[src/rtl/exec_stage_pipe_pkg.sv]
// rtl/exec_stage_pipe_pkg.sv - ALU op codes and FSM state encoding for the execute stage
package exec_pkg;

  localparam logic [3:0] ALU_ADD   = 4'd0;
  localparam logic [3:0] ALU_SUB   = 4'd1;
  localparam logic [3:0] ALU_AND   = 4'd2;
  localparam logic [3:0] ALU_OR    = 4'd3;
  localparam logic [3:0] ALU_XOR   = 4'd4;
  localparam logic [3:0] ALU_NOR   = 4'd5;
  localparam logic [3:0] ALU_SLT   = 4'd6;
  localparam logic [3:0] ALU_SLTU  = 4'd7;
  localparam logic [3:0] ALU_SLL   = 4'd8;
  localparam logic [3:0] ALU_SRL   = 4'd9;
  localparam logic [3:0] ALU_SRA   = 4'd10;
  localparam logic [3:0] ALU_LUI   = 4'd11;
  localparam logic [3:0] ALU_MULT  = 4'd12;
  localparam logic [3:0] ALU_MULTU = 4'd13;
  localparam logic [3:0] ALU_MFHI  = 4'd14;
  localparam logic [3:0] ALU_MFLO  = 4'd15;

  typedef enum logic [1:0] {
    ST_IDLE = 2'd0,
    ST_MUL  = 2'd1,
    ST_DONE = 2'd2
  } state_t;

endpackage

[src/rtl/exec_stage_pipe_if.sv]
// rtl/exec_stage_pipe_if.sv - ID/EX operand bundle and EX/MEM result bundle
interface exec_if #(parameter int DATA_W = 32);
  localparam int SHW = $clog2(DATA_W);

  logic              i_valid;
  logic              o_ready;
  logic              i_stall;
  logic              i_flush;
  logic [DATA_W-1:0] i_pc_increment;
  logic [DATA_W-1:0] i_src1;
  logic [DATA_W-1:0] i_src2;
  logic [DATA_W-1:0] i_sign_extend;
  logic [SHW-1:0]    i_shamt;
  logic              i_sel_shift;
  logic              i_alu_src_sel;
  logic [3:0]        i_alu_op;
  logic              o_valid;
  logic [DATA_W-1:0] o_alu_result;
  logic              o_zero;
  logic [DATA_W-1:0] o_br_address;
  logic              o_hilo_wr;
  logic [DATA_W-1:0] o_hi;
  logic [DATA_W-1:0] o_lo;

  modport master (
    output i_valid, i_stall, i_flush, i_pc_increment, i_src1, i_src2, i_sign_extend,
           i_shamt, i_sel_shift, i_alu_src_sel, i_alu_op,
    input  o_ready, o_valid, o_alu_result, o_zero, o_br_address, o_hilo_wr, o_hi, o_lo
  );

  modport slave (
    input  i_valid, i_stall, i_flush, i_pc_increment, i_src1, i_src2, i_sign_extend,
           i_shamt, i_sel_shift, i_alu_src_sel, i_alu_op,
    output o_ready, o_valid, o_alu_result, o_zero, o_br_address, o_hilo_wr, o_hi, o_lo
  );
endinterface

[src/rtl/exec_stage_pipe_mul_iter.sv]
// rtl/exec_stage_pipe_mul_iter.sv - radix-2 shift-add multiplier, one bit per cycle
module mul_iter #(
  parameter int DATA_W = 32
) (
  input  logic                clk_i,
  input  logic                rst_i,
  input  logic                start_i,
  input  logic                abort_i,
  input  logic                neg_i,
  input  logic [DATA_W-1:0]   a_i,
  input  logic [DATA_W-1:0]   b_i,
  output logic                busy_o,
  output logic                done_o,
  output logic [2*DATA_W-1:0] product_o
);
  localparam int CW = $clog2(DATA_W) + 1;

  logic [DATA_W-1:0]   mcand_q;
  logic [2*DATA_W-1:0] acc_q;
  logic [CW-1:0]       cnt_q;
  logic                neg_q;
  logic [DATA_W:0]     sum;

  assign busy_o    = (cnt_q != '0);
  // done_o marks the final step; product_o is stable from the next cycle until the next start
  assign done_o    = busy_o && (cnt_q == CW'(1));
  assign sum       = {1'b0, acc_q[2*DATA_W-1:DATA_W]} + (acc_q[0] ? {1'b0, mcand_q} : '0);
  assign product_o = neg_q ? -acc_q : acc_q;

  always_ff @(posedge clk_i or posedge rst_i) begin
    if (rst_i) begin
      mcand_q <= '0;
      acc_q   <= '0;
      cnt_q   <= '0;
      neg_q   <= 1'b0;
    end else if (abort_i) begin
      cnt_q   <= '0;
    end else if (start_i) begin
      mcand_q <= a_i;
      acc_q   <= {{DATA_W{1'b0}}, b_i};
      cnt_q   <= CW'(DATA_W);
      neg_q   <= neg_i;
    end else if (busy_o) begin
      acc_q   <= {sum, acc_q[DATA_W-1:1]};
      cnt_q   <= cnt_q - CW'(1);
    end
  end
endmodule

[src/rtl/exec_stage_pipe.sv]
// rtl/exec_stage_pipe.sv - registered MIPS execute stage with iterative HI/LO multiplier
module exec_stage_pipe
  import exec_pkg::*;
#(
  parameter int DATA_W         = 32,
  parameter bit MUL_SIGNED_FIX = 1'b1
) (
  input  logic i_clk,
  input  logic i_rst,
  exec_if.slave bus
);
  localparam int SHW = $clog2(DATA_W);

  state_t              state_q, state_d;
  logic                valid_q, valid_d, zero_q, zero_d, hilo_wr_q, hilo_wr_d;
  logic [DATA_W-1:0]   result_q, result_d, br_q, br_d, hi_q, hi_d, lo_q, lo_d;
  logic                ready, accept, is_mul, signed_mul;
  logic [DATA_W-1:0]   opb, alu_res, br_sum, mag_a, mag_b;
  logic [SHW-1:0]      sh;
  logic                mul_start, mul_abort, mul_neg, mul_busy, mul_done;
  logic [2*DATA_W-1:0] product;

  assign ready      = !i_rst && (state_q == ST_IDLE) && !bus.i_stall;
  assign accept     = bus.i_valid && ready && !bus.i_flush;
  assign is_mul     = (bus.i_alu_op == ALU_MULT) || (bus.i_alu_op == ALU_MULTU);
  assign signed_mul = MUL_SIGNED_FIX && (bus.i_alu_op == ALU_MULT);
  assign opb        = bus.i_alu_src_sel ? bus.i_sign_extend : bus.i_src2;
  assign sh         = bus.i_sel_shift ? bus.i_src1[SHW-1:0] : bus.i_shamt;
  assign br_sum     = bus.i_pc_increment + (bus.i_sign_extend << 2);
  assign mag_a      = (signed_mul && bus.i_src1[DATA_W-1]) ? -bus.i_src1 : bus.i_src1;
  assign mag_b      = (signed_mul && opb[DATA_W-1]) ? -opb : opb;
  assign mul_neg    = signed_mul && (bus.i_src1[DATA_W-1] ^ opb[DATA_W-1]);

  always_comb begin
    alu_res = '0;
    case (bus.i_alu_op)
      ALU_ADD:  alu_res = bus.i_src1 + opb;
      ALU_SUB:  alu_res = bus.i_src1 - opb;
      ALU_AND:  alu_res = bus.i_src1 & opb;
      ALU_OR:   alu_res = bus.i_src1 | opb;
      ALU_XOR:  alu_res = bus.i_src1 ^ opb;
      ALU_NOR:  alu_res = ~(bus.i_src1 | opb);
      ALU_SLT:  alu_res = {{(DATA_W-1){1'b0}}, $signed(bus.i_src1) < $signed(opb)};
      ALU_SLTU: alu_res = {{(DATA_W-1){1'b0}}, bus.i_src1 < opb};
      ALU_SLL:  alu_res = opb << sh;
      ALU_SRL:  alu_res = opb >> sh;
      ALU_SRA:  alu_res = DATA_W'($signed(opb) >>> sh);
      ALU_LUI:  alu_res = opb << (DATA_W/2);
      ALU_MFHI: alu_res = hi_q;
      ALU_MFLO: alu_res = lo_q;
      default:  alu_res = '0;
    endcase
  end

  always_comb begin
    state_d   = state_q;
    valid_d   = valid_q;
    zero_d    = zero_q;
    hilo_wr_d = hilo_wr_q;
    result_d  = result_q;
    br_d      = br_q;
    hi_d      = hi_q;
    lo_d      = lo_q;
    mul_start = 1'b0;
    mul_abort = 1'b0;
    if (bus.i_flush) begin
      state_d   = ST_IDLE;
      valid_d   = 1'b0;
      hilo_wr_d = 1'b0;
      mul_abort = 1'b1;
    end else begin
      if (!bus.i_stall) begin
        valid_d   = 1'b0;
        hilo_wr_d = 1'b0;
      end
      case (state_q)
        ST_IDLE: if (accept) begin
          br_d = br_sum;
          if (is_mul) begin
            mul_start = 1'b1;
            state_d   = ST_MUL;
          end else begin
            result_d = alu_res;
            zero_d   = (alu_res == '0);
            valid_d  = 1'b1;
          end
        end
        ST_MUL: begin
          if (mul_done)      state_d = ST_DONE;
          else if (!mul_busy) state_d = ST_IDLE;
        end
        // the finished product waits here while downstream stalls
        ST_DONE: if (!bus.i_stall) begin
          hi_d      = product[2*DATA_W-1:DATA_W];
          lo_d      = product[DATA_W-1:0];
          result_d  = product[DATA_W-1:0];
          zero_d    = (product[DATA_W-1:0] == '0);
          valid_d   = 1'b1;
          hilo_wr_d = 1'b1;
          state_d   = ST_IDLE;
        end
        default: state_d = ST_IDLE;
      endcase
    end
  end

  always_ff @(posedge i_clk or posedge i_rst) begin
    if (i_rst) begin
      state_q   <= ST_IDLE;
      valid_q   <= 1'b0;
      zero_q    <= 1'b0;
      hilo_wr_q <= 1'b0;
      result_q  <= '0;
      br_q      <= '0;
      hi_q      <= '0;
      lo_q      <= '0;
    end else begin
      state_q   <= state_d;
      valid_q   <= valid_d;
      zero_q    <= zero_d;
      hilo_wr_q <= hilo_wr_d;
      result_q  <= result_d;
      br_q      <= br_d;
      hi_q      <= hi_d;
      lo_q      <= lo_d;
    end
  end

  mul_iter #(.DATA_W(DATA_W)) u_mul (
    .clk_i     (i_clk),
    .rst_i     (i_rst),
    .start_i   (mul_start),
    .abort_i   (mul_abort),
    .neg_i     (mul_neg),
    .a_i       (mag_a),
    .b_i       (mag_b),
    .busy_o    (mul_busy),
    .done_o    (mul_done),
    .product_o (product)
  );

  assign bus.o_ready      = ready;
  assign bus.o_valid      = valid_q;
  assign bus.o_alu_result = result_q;
  assign bus.o_zero       = zero_q;
  assign bus.o_br_address = br_q;
  assign bus.o_hilo_wr    = hilo_wr_q;
  assign bus.o_hi         = hi_q;
  assign bus.o_lo         = lo_q;
endmodule

[src/flat_wrapper.sv]
// flat-port wrapper written by rule: the top's interface ports become plain ports
module exec_stage_pipe_flat import exec_pkg::*;
#(
  parameter int DATA_W         = 32,
  parameter bit MUL_SIGNED_FIX = 1'b1
)
  (i_clk, i_rst, bus_i_valid, bus_i_stall, bus_i_flush, bus_i_pc_increment, bus_i_src1, bus_i_src2, bus_i_sign_extend, bus_i_shamt, bus_i_sel_shift, bus_i_alu_src_sel, bus_i_alu_op, bus_o_ready, bus_o_valid, bus_o_alu_result, bus_o_zero, bus_o_br_address, bus_o_hilo_wr, bus_o_hi, bus_o_lo);
  exec_if #(.DATA_W(DATA_W)) bus_i ();
  input  logic i_clk;
  input  logic i_rst;
  input wire logic [$bits(bus_i.i_valid)-1:0] bus_i_valid;
  input wire logic [$bits(bus_i.i_stall)-1:0] bus_i_stall;
  input wire logic [$bits(bus_i.i_flush)-1:0] bus_i_flush;
  input wire logic [$bits(bus_i.i_pc_increment)-1:0] bus_i_pc_increment;
  input wire logic [$bits(bus_i.i_src1)-1:0] bus_i_src1;
  input wire logic [$bits(bus_i.i_src2)-1:0] bus_i_src2;
  input wire logic [$bits(bus_i.i_sign_extend)-1:0] bus_i_sign_extend;
  input wire logic [$bits(bus_i.i_shamt)-1:0] bus_i_shamt;
  input wire logic [$bits(bus_i.i_sel_shift)-1:0] bus_i_sel_shift;
  input wire logic [$bits(bus_i.i_alu_src_sel)-1:0] bus_i_alu_src_sel;
  input wire logic [$bits(bus_i.i_alu_op)-1:0] bus_i_alu_op;
  output wire logic [$bits(bus_i.o_ready)-1:0] bus_o_ready;
  output wire logic [$bits(bus_i.o_valid)-1:0] bus_o_valid;
  output wire logic [$bits(bus_i.o_alu_result)-1:0] bus_o_alu_result;
  output wire logic [$bits(bus_i.o_zero)-1:0] bus_o_zero;
  output wire logic [$bits(bus_i.o_br_address)-1:0] bus_o_br_address;
  output wire logic [$bits(bus_i.o_hilo_wr)-1:0] bus_o_hilo_wr;
  output wire logic [$bits(bus_i.o_hi)-1:0] bus_o_hi;
  output wire logic [$bits(bus_i.o_lo)-1:0] bus_o_lo;
  assign bus_i.i_valid = bus_i_valid;
  assign bus_i.i_stall = bus_i_stall;
  assign bus_i.i_flush = bus_i_flush;
  assign bus_i.i_pc_increment = bus_i_pc_increment;
  assign bus_i.i_src1 = bus_i_src1;
  assign bus_i.i_src2 = bus_i_src2;
  assign bus_i.i_sign_extend = bus_i_sign_extend;
  assign bus_i.i_shamt = bus_i_shamt;
  assign bus_i.i_sel_shift = bus_i_sel_shift;
  assign bus_i.i_alu_src_sel = bus_i_alu_src_sel;
  assign bus_i.i_alu_op = bus_i_alu_op;
  assign bus_o_ready = bus_i.o_ready;
  assign bus_o_valid = bus_i.o_valid;
  assign bus_o_alu_result = bus_i.o_alu_result;
  assign bus_o_zero = bus_i.o_zero;
  assign bus_o_br_address = bus_i.o_br_address;
  assign bus_o_hilo_wr = bus_i.o_hilo_wr;
  assign bus_o_hi = bus_i.o_hi;
  assign bus_o_lo = bus_i.o_lo;
  exec_stage_pipe #(.DATA_W(DATA_W), .MUL_SIGNED_FIX(MUL_SIGNED_FIX)) u_core (.i_clk(i_clk), .i_rst(i_rst), .bus(bus_i));
endmodule
[config.mk]
export PLATFORM = sky130hd
export DESIGN_NAME = exec_stage_pipe_flat
export DESIGN_NICKNAME = d
export VERILOG_FILES = /design/src/rtl/exec_stage_pipe_pkg.sv /design/src/rtl/exec_stage_pipe_if.sv /design/src/rtl/exec_stage_pipe_mul_iter.sv /design/src/rtl/exec_stage_pipe.sv /design/src/flat_wrapper.sv
export SDC_FILE = /design/constraint.sdc
export NUM_CORES = 1
export LEC_CHECK = 0
export BUFFER_PORTS_ARGS = -buffer_cell sky130_fd_sc_hd__clkbuf_2
export CORE_AREA = 5 5 216 271
export DETAILED_ROUTE_END_ITERATION = 7
export DIE_AREA = 0 0 221 276
export PLACE_DENSITY = 0.65
export SLEW_MARGIN = 25
export SYNTH_ARGS = -nofsm -noshare
export SYNTH_HDL_FRONTEND = slang
export SYNTH_SLANG_ARGS = --single-unit
[constraint.sdc]
create_clock -name i_clk -period 12.6 [get_ports i_clk]
set_input_delay 0.63 -clock i_clk [delete_from_list [all_inputs] [get_ports i_clk]]
set_output_delay 0.63 -clock i_clk [all_outputs]
set_load 0.02 [all_outputs]
==> results.toml <==
[floorplanning]
die_x_um = 221
ios = 276
fp-row-count = 97
start_util = 0.465
fp.dieArea_sq_mm = 0.0610
coreArea_sq_mm = 0.0556
die_h_um = 276

[clocking]
path_clk_slew_ns = 0.06
cts_buffers = 28
cts_tree = "done"
cts_root_buffer = "clkbuf_16"
clockBufferDepth = 3
postCtsSetupRepairBufs = 0
clock_latency_ns = 0.63
ctsHoldBuffers = 0
h-tree-depth = 1
cts_sinks = 236
cts.repair.resized = 0

[finish]
post_route_cells_drive_above_1_share = 0.158
area_growth_pct = 11.9
fillers = 5571
multi_input_area_sq_mm = 0.0188
nNetsFinal = 3807
seq_area_sq_mm = 0.00591
final_util = 0.521
final_cells = 4254

[worst_setup_path]
critPathLaunch = "bus_i_alu_src_sel"
critPathLaunchType = "input port"
cpLargestDelayFamily = "compound AO/OA/AOI/OAI gates"
crit_path_max_incr_delay_ns = 0.81
crit_chain = "buf_2 -> buf_4 -> mux2i_1 -> clkinv_1 -> ha_1 -> a21oi_1 -> o21ai_0 -> o31ai_1 -> a31oi_1 -> a221oi_1 -> o21ai_0 -> a21o_1 -> a2111oi_0 -> a211oi_1 -> a21o_1"
crit_path_end_kind = "flip-flop"
path_class = "input port to flip-flop"
required_ns = 13.08
worstReg2RegStart = "u_core.u_mul.acc_q[10]"
critical-path-slowest-cell = "mux2i_1"
critPathBufInv = 3
crit_fanout = 42
arrival_ns = 6.41

[global_routing]
grt_pass1_wl_um = 201000
overflow = 0
grt_pass1_vias = 27800
grt_usage = 0.438
antenna_found_initial = 7
grt_max_degree = 110

[placed_design]
place_inst = 4198
dpl.hpwl_um = 110000
port_buffers = 275
gp_congestion = 1.14

[logic_synthesis]
synth_seq_cells = 236
synth-edff-count = 0
synth-xor-area-share = 0.0603
synth.top_cell.area_share = 0.228
synthFlopType = "dfrtp_1"
syn-num-nets = 3640
synth_top_family_by_area = "compound AO/OA/AOI/OAI gates"
synth-compound-area-share = 0.291
syn_area_per_cell_sq_um = 7.79
synth-adder-area-share = 0.0868
synth_common_cells = "nand2_1, nor2_1, a21oi_1, o21ai_0, dfrtp_1"
ys_seq_area_frac = 0.228
synth_area_leaders = "dfrtp_1, ha_1, a21oi_1, o21ai_0, nand2_1"
muxShareOfSynthArea = 0.0840
ys_types = 104
ys_warn_count = 0
syn-instance-count = 3319
syn-cell-area_sq_mm = 0.0259
synth_area_leader_cell = "dfrtp_1"
synthSimpleGateAreaFrac = 0.198
synthArstFlopShare = 1.00
synth.most_common_cell = "nand2_1"

[worst_hold_path]
hold_path_class = "input port to async pin"

[outcome]
outcome = "finished, final reports clean"

[sta]
whs_ns = 0.217
fin_worst_skew_ns = 0.0451
slew_headroom = 0.212
slew_violations = 0
fin_crit_ns = 5.93
fin_setup_tns_ns = 0
grt_setup_unrepaired = "no"
worst_pin_slew_ns = 1.18
min_period_over_period = 0.470
fmax_ghz = 0.169
final-hold-violation-count = 0
setup-violations-final = 0

[pwr]
p_per_area_mw_per_mm2 = 139
ir_worst_vdd_uv = 140
leakage_nw = 12.8

[drt]
vias = 29600
routed_wl_um = 141000
drt_iter0_markers = 4254
antenna_left = 0
drcViolationCount = 0
via_per_inst = 6.95
drtPass1Iterations = 6
drt-wirelength-per-cell_um = 33.2

[run]
cap_violations = 0
metrics by stage:
| stage | setup slack, ns | power [mW] | cell area, sq um |
|---|---|---|---|
| global route | 6.49 | 4.20 | 28900 |
| floorplan | 5.50 | 2.39 | 25900 |
| global placement | 6.40 | 3.10 | 28000 |
| finish | 6.67 | 4.02 | 28900 |
| CTS | 6.97 | 3.96 | 28900 |
| detailed placement | 6.38 | 3.11 | 28000 |
worst register-to-register path, delay by kind of cell (launching register included):
family / cells / cell delay (ns)
xor gates and xnor gates: 1 / 0.39
and+or+nand+nor: 7 / 3.27
AOI/OAI and AO/OA: 2 / 0.51
DFF: 1 / 0.45
cell type report:
class	instances	area share
diodes	5	0.000432
clock buffers	35	0.0265
clock inverters	16	0.00597
inverters	114	0.0150
multi-input cells	2755	0.649
flip-flops and latches	236	0.204
well taps	742	0.0321
repair buffers	351	0.0673
report_power, final:
part	internal, mW	switching [mW]
sequential	0.950	0.282
combinational	0.658	1.28
clock	0.476	0.374
total	2.08	1.94
registers in the layout, indices dropped and copies added (netlist names):
register and count:
u_core.bus.o_alu_result 32, u_core.u_mul.neg_q 1, u_core.bus.o_hilo_wr 1, u_core.state_q 2, u_core.bus.o_hi 32, u_core.u_mul.mcand_q 32, u_core.bus.o_lo 32, u_core.bus.o_zero 1
u_core.bus.o_br_address 32, u_core.u_mul.acc_q 64, u_core.bus.o_valid 1, u_core.u_mul.cnt_q 6
routing by layer:
metal  wire length [um]  part of all wire  vias to the layer above  track usage
li1                   -                 -                    12700            -
met1              50800              0.36                    14100        0.522
met2              61100              0.43                     2177        0.682
met3              15000              0.11                      608        0.108
met4              14200              0.10                        6        0.326
met5                 43           0.00030                        -            0
placed cells by master, fill, tap and decap left out, types with 49 or more instances in the layout:
master | Yosys | final
nand2_1 | 328 | 327
nor2_1 | 325 | 324
a21oi_1 | 300 | 300
clkbuf_2 | 0 | 274
o21ai_0 | 252 | 251
dfrtp_1 | 236 | 235
ha_1 | 173 | 173
mux2i_1 | 113 | 109
inv_1 | 95 | 94
xnor2_1 | 90 | 90
xor2_1 | 88 | 88
buf_4 | 9 | 76
nor3_1 | 76 | 72
nand3_1 | 62 | 61
a211oi_1 | 51 | 51
o31ai_1 | 50 | 50
and2_1 | 49 | 49
kinds of logic after synthesis:
family,Yosys count
buffers and inverters,328
DFF,236
adders and majority gates,177
muxes,180
and+or+nand+nor,1074
xor gates and xnor gates,178
AOI/OAI and AO/OA,1146
final timing paths:
path / to / slack [ns] / cells after the start
setup reg to reg: u_core.bus.o_hi[24] / 7.81 / 10
hold reg to reg: u_core.u_mul.mcand_q[17] / 0.47 / 2
setup / recovery: u_core.bus.o_alu_result[29] / 6.67 / 15
hold / removal: u_core.bus.o_hi[26] / 0.22 / 2
min in group i_clk: u_core.bus.o_br_address[0] / 0.24 / 2
max in group asynchronous: u_core.bus.o_br_address[19] / 10.18 / 4
Note: power is estimated with default switching activity, not from simulation.
